==> src/rtl/load_store_unit_if.sv <==
// Execute-stage request/response and word-addressed data-memory port of the LSU.
// LSU_TIMEOUT_EN adds bus_error; slave is the LSU view, master is the core plus memory.
interface load_store_unit_if;
  logic        req_valid;
  logic        req_ready;
  logic        is_store;
  logic [2:0]  funct3;
  logic [31:0] addr;
  logic [31:0] wdata;
  logic        resp_valid;
  logic [31:0] rdata;
  logic        misaligned;
  logic        busy;
  logic        mem_req;
  logic        mem_we;
  logic [31:0] mem_addr;
  logic [3:0]  mem_be;
  logic [31:0] mem_wdata;
  logic        mem_ack;
  logic [31:0] mem_rdata;
`ifdef LSU_TIMEOUT_EN
  logic        bus_error;

  modport slave (
    input  req_valid, is_store, funct3, addr, wdata, mem_ack, mem_rdata,
    output req_ready, resp_valid, rdata, misaligned, busy,
           mem_req, mem_we, mem_addr, mem_be, mem_wdata, bus_error
  );
  modport master (
    output req_valid, is_store, funct3, addr, wdata, mem_ack, mem_rdata,
    input  req_ready, resp_valid, rdata, misaligned, busy,
           mem_req, mem_we, mem_addr, mem_be, mem_wdata, bus_error
  );
`else
  modport slave (
    input  req_valid, is_store, funct3, addr, wdata, mem_ack, mem_rdata,
    output req_ready, resp_valid, rdata, misaligned, busy,
           mem_req, mem_we, mem_addr, mem_be, mem_wdata
  );
  modport master (
    output req_valid, is_store, funct3, addr, wdata, mem_ack, mem_rdata,
    input  req_ready, resp_valid, rdata, misaligned, busy,
           mem_req, mem_we, mem_addr, mem_be, mem_wdata
  );
`endif
endinterface

==> src/rtl/load_store_unit.sv <==
// RV32I load/store stage: one access in flight, resp_valid 1 cycle after ack (faults: 1 cycle after accept).
// req_ready only in IDLE so the core stalls on busy; LSU_TIMEOUT_EN bounds the ack wait and reports bus_error.
module load_store_unit #(
  parameter int TIMEOUT_CYCLES = 255
) (
  input  logic             clk,
  input  logic             rst,
  load_store_unit_if.slave bus
);

  typedef enum logic [1:0] {IDLE = 2'd0, REQ = 2'd1, DONE = 2'd2} state_t;

  if (TIMEOUT_CYCLES < 1 || TIMEOUT_CYCLES > 65535) begin : g_bad_timeout
    $error("TIMEOUT_CYCLES must be within 1..65535");
  end

  state_t      state_q;
  logic        req_ready_q, busy_q, resp_valid_q, misaligned_q;
  logic        mem_req_q, mem_we_q, is_store_q;
  logic [31:0] rdata_q, mem_addr_q, mem_wdata_q;
  logic [3:0]  mem_be_q;
  logic [2:0]  funct3_q;
  logic [1:0]  addr_lo_q;
`ifdef LSU_TIMEOUT_EN
  localparam logic [15:0] TO_LAST = 16'(TIMEOUT_CYCLES - 1);
  logic        bus_error_q;
  logic [15:0] wait_cnt_q;
`endif

  logic        legal_d, misal_d, fault_d;
  logic [3:0]  be_d;
  logic [31:0] wdata_d, ld_data_d;
  logic [7:0]  lane_b;
  logic [15:0] lane_h;

  always_comb begin
    legal_d = 1'b0;
    misal_d = 1'b0;
    be_d    = 4'b0000;
    wdata_d = bus.wdata;
    case (bus.funct3)
      3'b000, 3'b001, 3'b010: legal_d = 1'b1;
      3'b100, 3'b101:         legal_d = !bus.is_store;
      default:                legal_d = 1'b0;
    endcase
    case (bus.funct3[1:0])
      2'b01:   misal_d = bus.addr[0];
      2'b10:   misal_d = |bus.addr[1:0];
      default: misal_d = 1'b0;
    endcase
    fault_d = !legal_d || misal_d;
    case (bus.funct3[1:0])
      2'b00: begin
        be_d    = 4'b0001 << bus.addr[1:0];
        wdata_d = {4{bus.wdata[7:0]}};
      end
      2'b01: begin
        be_d    = 4'b0011 << {bus.addr[1], 1'b0};
        wdata_d = {2{bus.wdata[15:0]}};
      end
      default: begin
        be_d    = 4'b1111;
        wdata_d = bus.wdata;
      end
    endcase
    if (!bus.is_store) begin
      be_d    = 4'b0000;
      wdata_d = 32'h0;
    end
  end

  // Lane select uses the address captured at accept, not the live request bus.
  always_comb begin
    lane_b = bus.mem_rdata[{addr_lo_q, 3'b000} +: 8];
    lane_h = addr_lo_q[1] ? bus.mem_rdata[31:16] : bus.mem_rdata[15:0];
    case (funct3_q)
      3'b000:  ld_data_d = {{24{lane_b[7]}}, lane_b};
      3'b001:  ld_data_d = {{16{lane_h[15]}}, lane_h};
      3'b100:  ld_data_d = {24'h0, lane_b};
      3'b101:  ld_data_d = {16'h0, lane_h};
      default: ld_data_d = bus.mem_rdata;
    endcase
  end

  always_ff @(posedge clk or posedge rst) begin
    if (rst) begin
      state_q      <= IDLE;
      req_ready_q  <= 1'b1;
      busy_q       <= 1'b0;
      resp_valid_q <= 1'b0;
      misaligned_q <= 1'b0;
      rdata_q      <= 32'h0;
      mem_req_q    <= 1'b0;
      mem_we_q     <= 1'b0;
      mem_addr_q   <= 32'h0;
      mem_be_q     <= 4'b0000;
      mem_wdata_q  <= 32'h0;
      is_store_q   <= 1'b0;
      funct3_q     <= 3'b000;
      addr_lo_q    <= 2'b00;
`ifdef LSU_TIMEOUT_EN
      bus_error_q  <= 1'b0;
      wait_cnt_q   <= 16'h0;
`endif
    end else begin
      case (state_q)
        IDLE: begin
          if (bus.req_valid && req_ready_q) begin
            is_store_q  <= bus.is_store;
            funct3_q    <= bus.funct3;
            addr_lo_q   <= bus.addr[1:0];
            req_ready_q <= 1'b0;
            busy_q      <= 1'b1;
            if (fault_d) begin
              state_q      <= DONE;
              resp_valid_q <= 1'b1;
              misaligned_q <= 1'b1;
              rdata_q      <= 32'h0;
            end else begin
              state_q     <= REQ;
              mem_req_q   <= 1'b1;
              mem_we_q    <= bus.is_store;
              mem_addr_q  <= {bus.addr[31:2], 2'b00};
              mem_be_q    <= be_d;
              mem_wdata_q <= wdata_d;
`ifdef LSU_TIMEOUT_EN
              wait_cnt_q  <= 16'h0;
`endif
            end
          end
        end
        REQ: begin
          if (bus.mem_ack) begin
            state_q      <= DONE;
            mem_req_q    <= 1'b0;
            mem_we_q     <= 1'b0;
            mem_be_q     <= 4'b0000;
            resp_valid_q <= 1'b1;
            rdata_q      <= is_store_q ? 32'h0 : ld_data_d;
`ifdef LSU_TIMEOUT_EN
          end else if (wait_cnt_q == TO_LAST) begin
            state_q      <= DONE;
            mem_req_q    <= 1'b0;
            mem_we_q     <= 1'b0;
            mem_be_q     <= 4'b0000;
            resp_valid_q <= 1'b1;
            bus_error_q  <= 1'b1;
            rdata_q      <= 32'h0;
          end else begin
            wait_cnt_q   <= wait_cnt_q + 16'd1;
`endif
          end
        end
        DONE: begin
          state_q      <= IDLE;
          resp_valid_q <= 1'b0;
          misaligned_q <= 1'b0;
          rdata_q      <= 32'h0;
          busy_q       <= 1'b0;
          req_ready_q  <= 1'b1;
`ifdef LSU_TIMEOUT_EN
          bus_error_q  <= 1'b0;
`endif
        end
        default: state_q <= IDLE;
      endcase
    end
  end

  assign bus.req_ready  = req_ready_q;
  assign bus.busy       = busy_q;
  assign bus.resp_valid = resp_valid_q;
  assign bus.rdata      = rdata_q;
  assign bus.misaligned = misaligned_q;
  assign bus.mem_req    = mem_req_q;
  assign bus.mem_we     = mem_we_q;
  assign bus.mem_addr   = mem_addr_q;
  assign bus.mem_be     = mem_be_q;
  assign bus.mem_wdata  = mem_wdata_q;
`ifdef LSU_TIMEOUT_EN
  assign bus.bus_error  = bus_error_q;
`endif

endmodule

==> src/flat_wrapper.sv <==
// flat-port wrapper written by rule: the top's interface ports become plain ports
module load_store_unit_flat 
#(
  parameter int TIMEOUT_CYCLES = 255
)
  (clk, rst, bus_req_valid, bus_is_store, bus_funct3, bus_addr, bus_wdata, bus_mem_ack, bus_mem_rdata, bus_req_ready, bus_resp_valid, bus_rdata, bus_misaligned, bus_busy, bus_mem_req, bus_mem_we, bus_mem_addr, bus_mem_be, bus_mem_wdata);
  load_store_unit_if bus_i ();
  input  logic clk;
  input  logic rst;
  input wire logic [$bits(bus_i.req_valid)-1:0] bus_req_valid;
  input wire logic [$bits(bus_i.is_store)-1:0] bus_is_store;
  input wire logic [$bits(bus_i.funct3)-1:0] bus_funct3;
  input wire logic [$bits(bus_i.addr)-1:0] bus_addr;
  input wire logic [$bits(bus_i.wdata)-1:0] bus_wdata;
  input wire logic [$bits(bus_i.mem_ack)-1:0] bus_mem_ack;
  input wire logic [$bits(bus_i.mem_rdata)-1:0] bus_mem_rdata;
  output wire logic [$bits(bus_i.req_ready)-1:0] bus_req_ready;
  output wire logic [$bits(bus_i.resp_valid)-1:0] bus_resp_valid;
  output wire logic [$bits(bus_i.rdata)-1:0] bus_rdata;
  output wire logic [$bits(bus_i.misaligned)-1:0] bus_misaligned;
  output wire logic [$bits(bus_i.busy)-1:0] bus_busy;
  output wire logic [$bits(bus_i.mem_req)-1:0] bus_mem_req;
  output wire logic [$bits(bus_i.mem_we)-1:0] bus_mem_we;
  output wire logic [$bits(bus_i.mem_addr)-1:0] bus_mem_addr;
  output wire logic [$bits(bus_i.mem_be)-1:0] bus_mem_be;
  output wire logic [$bits(bus_i.mem_wdata)-1:0] bus_mem_wdata;
  assign bus_i.req_valid = bus_req_valid;
  assign bus_i.is_store = bus_is_store;
  assign bus_i.funct3 = bus_funct3;
  assign bus_i.addr = bus_addr;
  assign bus_i.wdata = bus_wdata;
  assign bus_i.mem_ack = bus_mem_ack;
  assign bus_i.mem_rdata = bus_mem_rdata;
  assign bus_req_ready = bus_i.req_ready;
  assign bus_resp_valid = bus_i.resp_valid;
  assign bus_rdata = bus_i.rdata;
  assign bus_misaligned = bus_i.misaligned;
  assign bus_busy = bus_i.busy;
  assign bus_mem_req = bus_i.mem_req;
  assign bus_mem_we = bus_i.mem_we;
  assign bus_mem_addr = bus_i.mem_addr;
  assign bus_mem_be = bus_i.mem_be;
  assign bus_mem_wdata = bus_i.mem_wdata;
  load_store_unit #(.TIMEOUT_CYCLES(TIMEOUT_CYCLES)) u_core (.clk(clk), .rst(rst), .bus(bus_i));
endmodule
==> config.mk <==
export PLATFORM = sky130hd
export DESIGN_NAME = load_store_unit_flat
export DESIGN_NICKNAME = d
export VERILOG_FILES = /design/src/rtl/load_store_unit_if.sv /design/src/rtl/load_store_unit.sv /design/src/flat_wrapper.sv
export SDC_FILE = /design/constraint.sdc
export NUM_CORES = 1
export LEC_CHECK = 0
export ABC_AREA = 1
export BUFFER_PORTS_ARGS = -buffer_cell sky130_fd_sc_hd__buf_4
export CAP_MARGIN = 10
export CORE_AREA = 2 2 136 138
export CTS_CLUSTER_SIZE = 16
export DETAILED_ROUTE_END_ITERATION = 16
export DIE_AREA = 0 0 138 140
export HOLD_SLACK_MARGIN = 0.15
export PLACE_DENSITY = 0.59
export SLEW_MARGIN = 40
export SYNTH_ARGS = -nofsm -noshare
export SYNTH_HDL_FRONTEND = slang
export SYNTH_SLANG_ARGS = --single-unit
==> constraint.sdc <==
create_clock -name clk -period 4.8 [get_ports clk]
set_input_delay 0.96 -clock clk [delete_from_list [all_inputs] [get_ports clk]]
set_output_delay 0.96 -clock clk [all_outputs]
set_load 0.01 [all_outputs]
==> results.toml <==
[timing]
max_clock_freq_ghz = 0.287
fin_crit_sh_pct = 72.5
finalHoldViolCount = 0
final_max_slew_viol_count = 0
fin_skew_ns = 0.0106
setup_violations = 0
finalCriticalPeriod_ns = 3.48
rsz0062_at_grt = "false"
fin_ws_ns = 1.32
relSlewSlack_pct = 46.3
setup_tns_ns = 0
tightest_slew_ns = 0.806

[die]
placementRows = 49
coreArea_mm2 = 0.0178
die_area_mm2 = 0.0193
ios = 210
die_x_um = 138
initial_core_util_pct = 31.5
dieHeight_um = 140

[setup_path]
critPathArrivalTime_ns = 3.71
endpoint_kind = "register"
start_kind = "input pin"
crit_required_ns = 5.03
path_class = "in -> reg"
crit_fanout = 35

[detailed_routing]
via_per_inst = 4.73
drt-total-wl_um = 17700
drc = 0
drt-initial-drc-count = 363
ant_nets = 0
routedWlPerCell_um = 15.6
drt_pass1_iterations = 5
num_vias = 5377

[logic_synthesis]
async_flop_share_pct = 100
synth-seq-cells = 112
synth_edf_count = 0
syn_inst = 724
synth_area_mm2 = 0.00561
synthFlopType = "dfrtp_1"
avgSynthCellArea_um2 = 7.75
synth-seq-area-share_pct = 50.0
synth_warnings = 0
synthDistinctLibCells = 29

[global_route]
antenna_found_initial = 0
grt_max_degree = 81
grt_pass1_vias = 5137
grt_pass1_wl_um = 27700
gr-total-overflow = 0
track_usage_pct = 17.9

[cells_and_area]
nets = 1010
final_common_cell = "nand2_1"
layout-drive-gt1-share_pct = 28.2
num_antenna_cells = 0
final_cell_mix = "nand2_1, buf_4, dfrtp_1"
final_area_mm2 = 0.00753
fillCellCount = 1825
area_growth_pct = 34.2
utilization_pct = 42.3

[pwr]
swShare_pct = 40.7
power.density_mw_per_mm2 = 545
seqPwrFrac_pct = 38.2
peakVddDrop_mv = 0.259
clkPwrFrac_pct = 17.7
internal_power_mw = 2.43
p_leak_nw = 4.09
pwr-share-comb_pct = 44.1
p_sw_mw = 1.67

[cts]
clk_latency_ns = 0.35
cts_setup_buffers = 0
clkTransAtPathRegs_ns = 0.07
htreeDepth = 3
clock_sinks = 112
cts_tree = "done"
cts_hold_buf = 0
cts_root_buf = "clkbuf_16"
post_cts_resized = 0
clockBufferDepth = 2
cts_buffers = 9

[placed_design]
place_area_mm2 = 0.00725
dp_hpwl_um = 12800
portBuffers = 207
pre_cts_slack_ns = 0.999
gp_congestion = 0.843

[status]
status = "completed"

[min_path]
worstHoldPathType = "reg -> reg"

[run]
cap_violations = 0
==> per-stage QoR <==
stage / instances / power [mW] / hold slack [ns]
after floorplan: 725 / 2.58 / 0.475
after detailed placement: 1121 / 3.41 / 0.460
final: 1137 / 4.10 / 0.476
after global placement: 1121 / 3.39 / 0.458
after global routing: 1137 / 4.43 / 0.496
after CTS: 1137 / 4.15 / 0.479
==> registers in the layout, summed over array words and instances, names as in the netlist <==
| signal | flops |
|---|---|
| u_core.bus.mem_we | 1 |
| u_core.bus.mem_be | 4 |
| u_core.addr_lo_q | 2 |
| u_core.bus.rdata | 32 |
| u_core.bus.resp_valid | 1 |
| u_core.bus.mem_wdata | 32 |
| u_core.funct3_q | 3 |
| u_core.bus.mem_req | 1 |
| u_core.bus.req_ready | 1 |
| u_core.bus.misaligned | 1 |
| u_core.is_store_q | 1 |
| u_core.state_q | 2 |
| u_core.bus.busy | 1 |
| u_core.bus.mem_addr | 30 |
==> power by group through the flow <==
stage / Sequential [mW] / Clock, mW / Combinational [mW]
2_1_floorplan: 1.66 / 0 / 0.922
3_3_place_gp: 1.58 / 0 / 1.81
3_5_place_dp: 1.57 / 0 / 1.84
4_1_cts: 1.57 / 0.751 / 1.83
5_1_grt: 1.62 / 0.794 / 2.02
6_report: 1.56 / 0.727 / 1.81
==> layout make-up <==
cell class	instances	area [um2]	share of cell area, %
multi-input cells	527	2410	32.0
flip-flops and latches	112	2800	37.3
clock buffers	14	264	3.51
well taps	229	287	3.81
inverters	42	165	2.19
clock inverters	2	15.0	0.200
repair buffers	211	1580	21.0
==> worst max-delay path, cell delays in order <==
cell and delay, ns:
buf_4 0.12, inv_1 0.07, ha_1 0.46, nor2_4 0.17, o21ai_2 0.12, nand4_2 0.59
nand2_2 0.81, inv_2 0.20, nand2_1 0.12, nand2_1 0.06
==> metal layers <==
metal | wire length [um] | global-route usage (%)
met1 | 8060 | 24.8
met2 | 7930 | 26.9
met3 | 1530 | 5.98
met4 | 188 | 4.78
met5 | 0 | 0
==> final timing paths <==
| path | startpoint | to | slack, ns | cells past startpoint |
|---|---|---|---|---|
| worst max-delay path | bus_funct3[1] | u_core.bus.rdata[7] | 1.32 | 10 |
| worst min-delay path | u_core.bus.mem_addr[3] | u_core.bus.mem_addr[3] | 0.48 | 2 |
| worst max register to register | u_core.state_q[1] | u_core.bus.rdata[7] | 2.21 | 6 |
| worst min register to register | u_core.bus.mem_addr[3] | u_core.bus.mem_addr[3] | 0.48 | 2 |
| max in group asynchronous | rst | u_core.bus.rdata[7] | 3.17 | 3 |
| min in group asynchronous | rst | u_core.bus.mem_addr[4] | 0.69 | 2 |
==> cells by family (layout without fill, tap and decap cells) <==
family          after synthesis  after routing  share of synthesized area (%)
buf+inv                      86            269                           7.14
simple gates                411            411                           31.4
fa+ha+maj                     3              3                          0.669
other cells                   1              2                         0.0669
flops                       112            112                           50.0
compound gates              111            111                           10.8
==> Yosys cell counts, types with 2 or more instances <==
cell type	n	area, um2
a21oi_1	18	90.1
buf_1	3	11.3
buf_2	21	105
buf_4	8	60.1
buf_6	2	22.5
clkbuf_1	9	33.8
dfrtp_1	111	2780
ha_1	3	37.5
inv_1	37	139
inv_2	4	15.0
nand2_1	276	1040
nand2_2	7	43.8
nand3_1	50	250
nand4_1	24	150
nor2_1	39	146
nor2_4	3	33.8
o211ai_1	16	120
o21ai_0	58	290
o21ai_1	17	85.1
o21ai_2	2	17.5
or2_2	8	50.1
No activity file was read; power rests on OpenSTA's default activity.
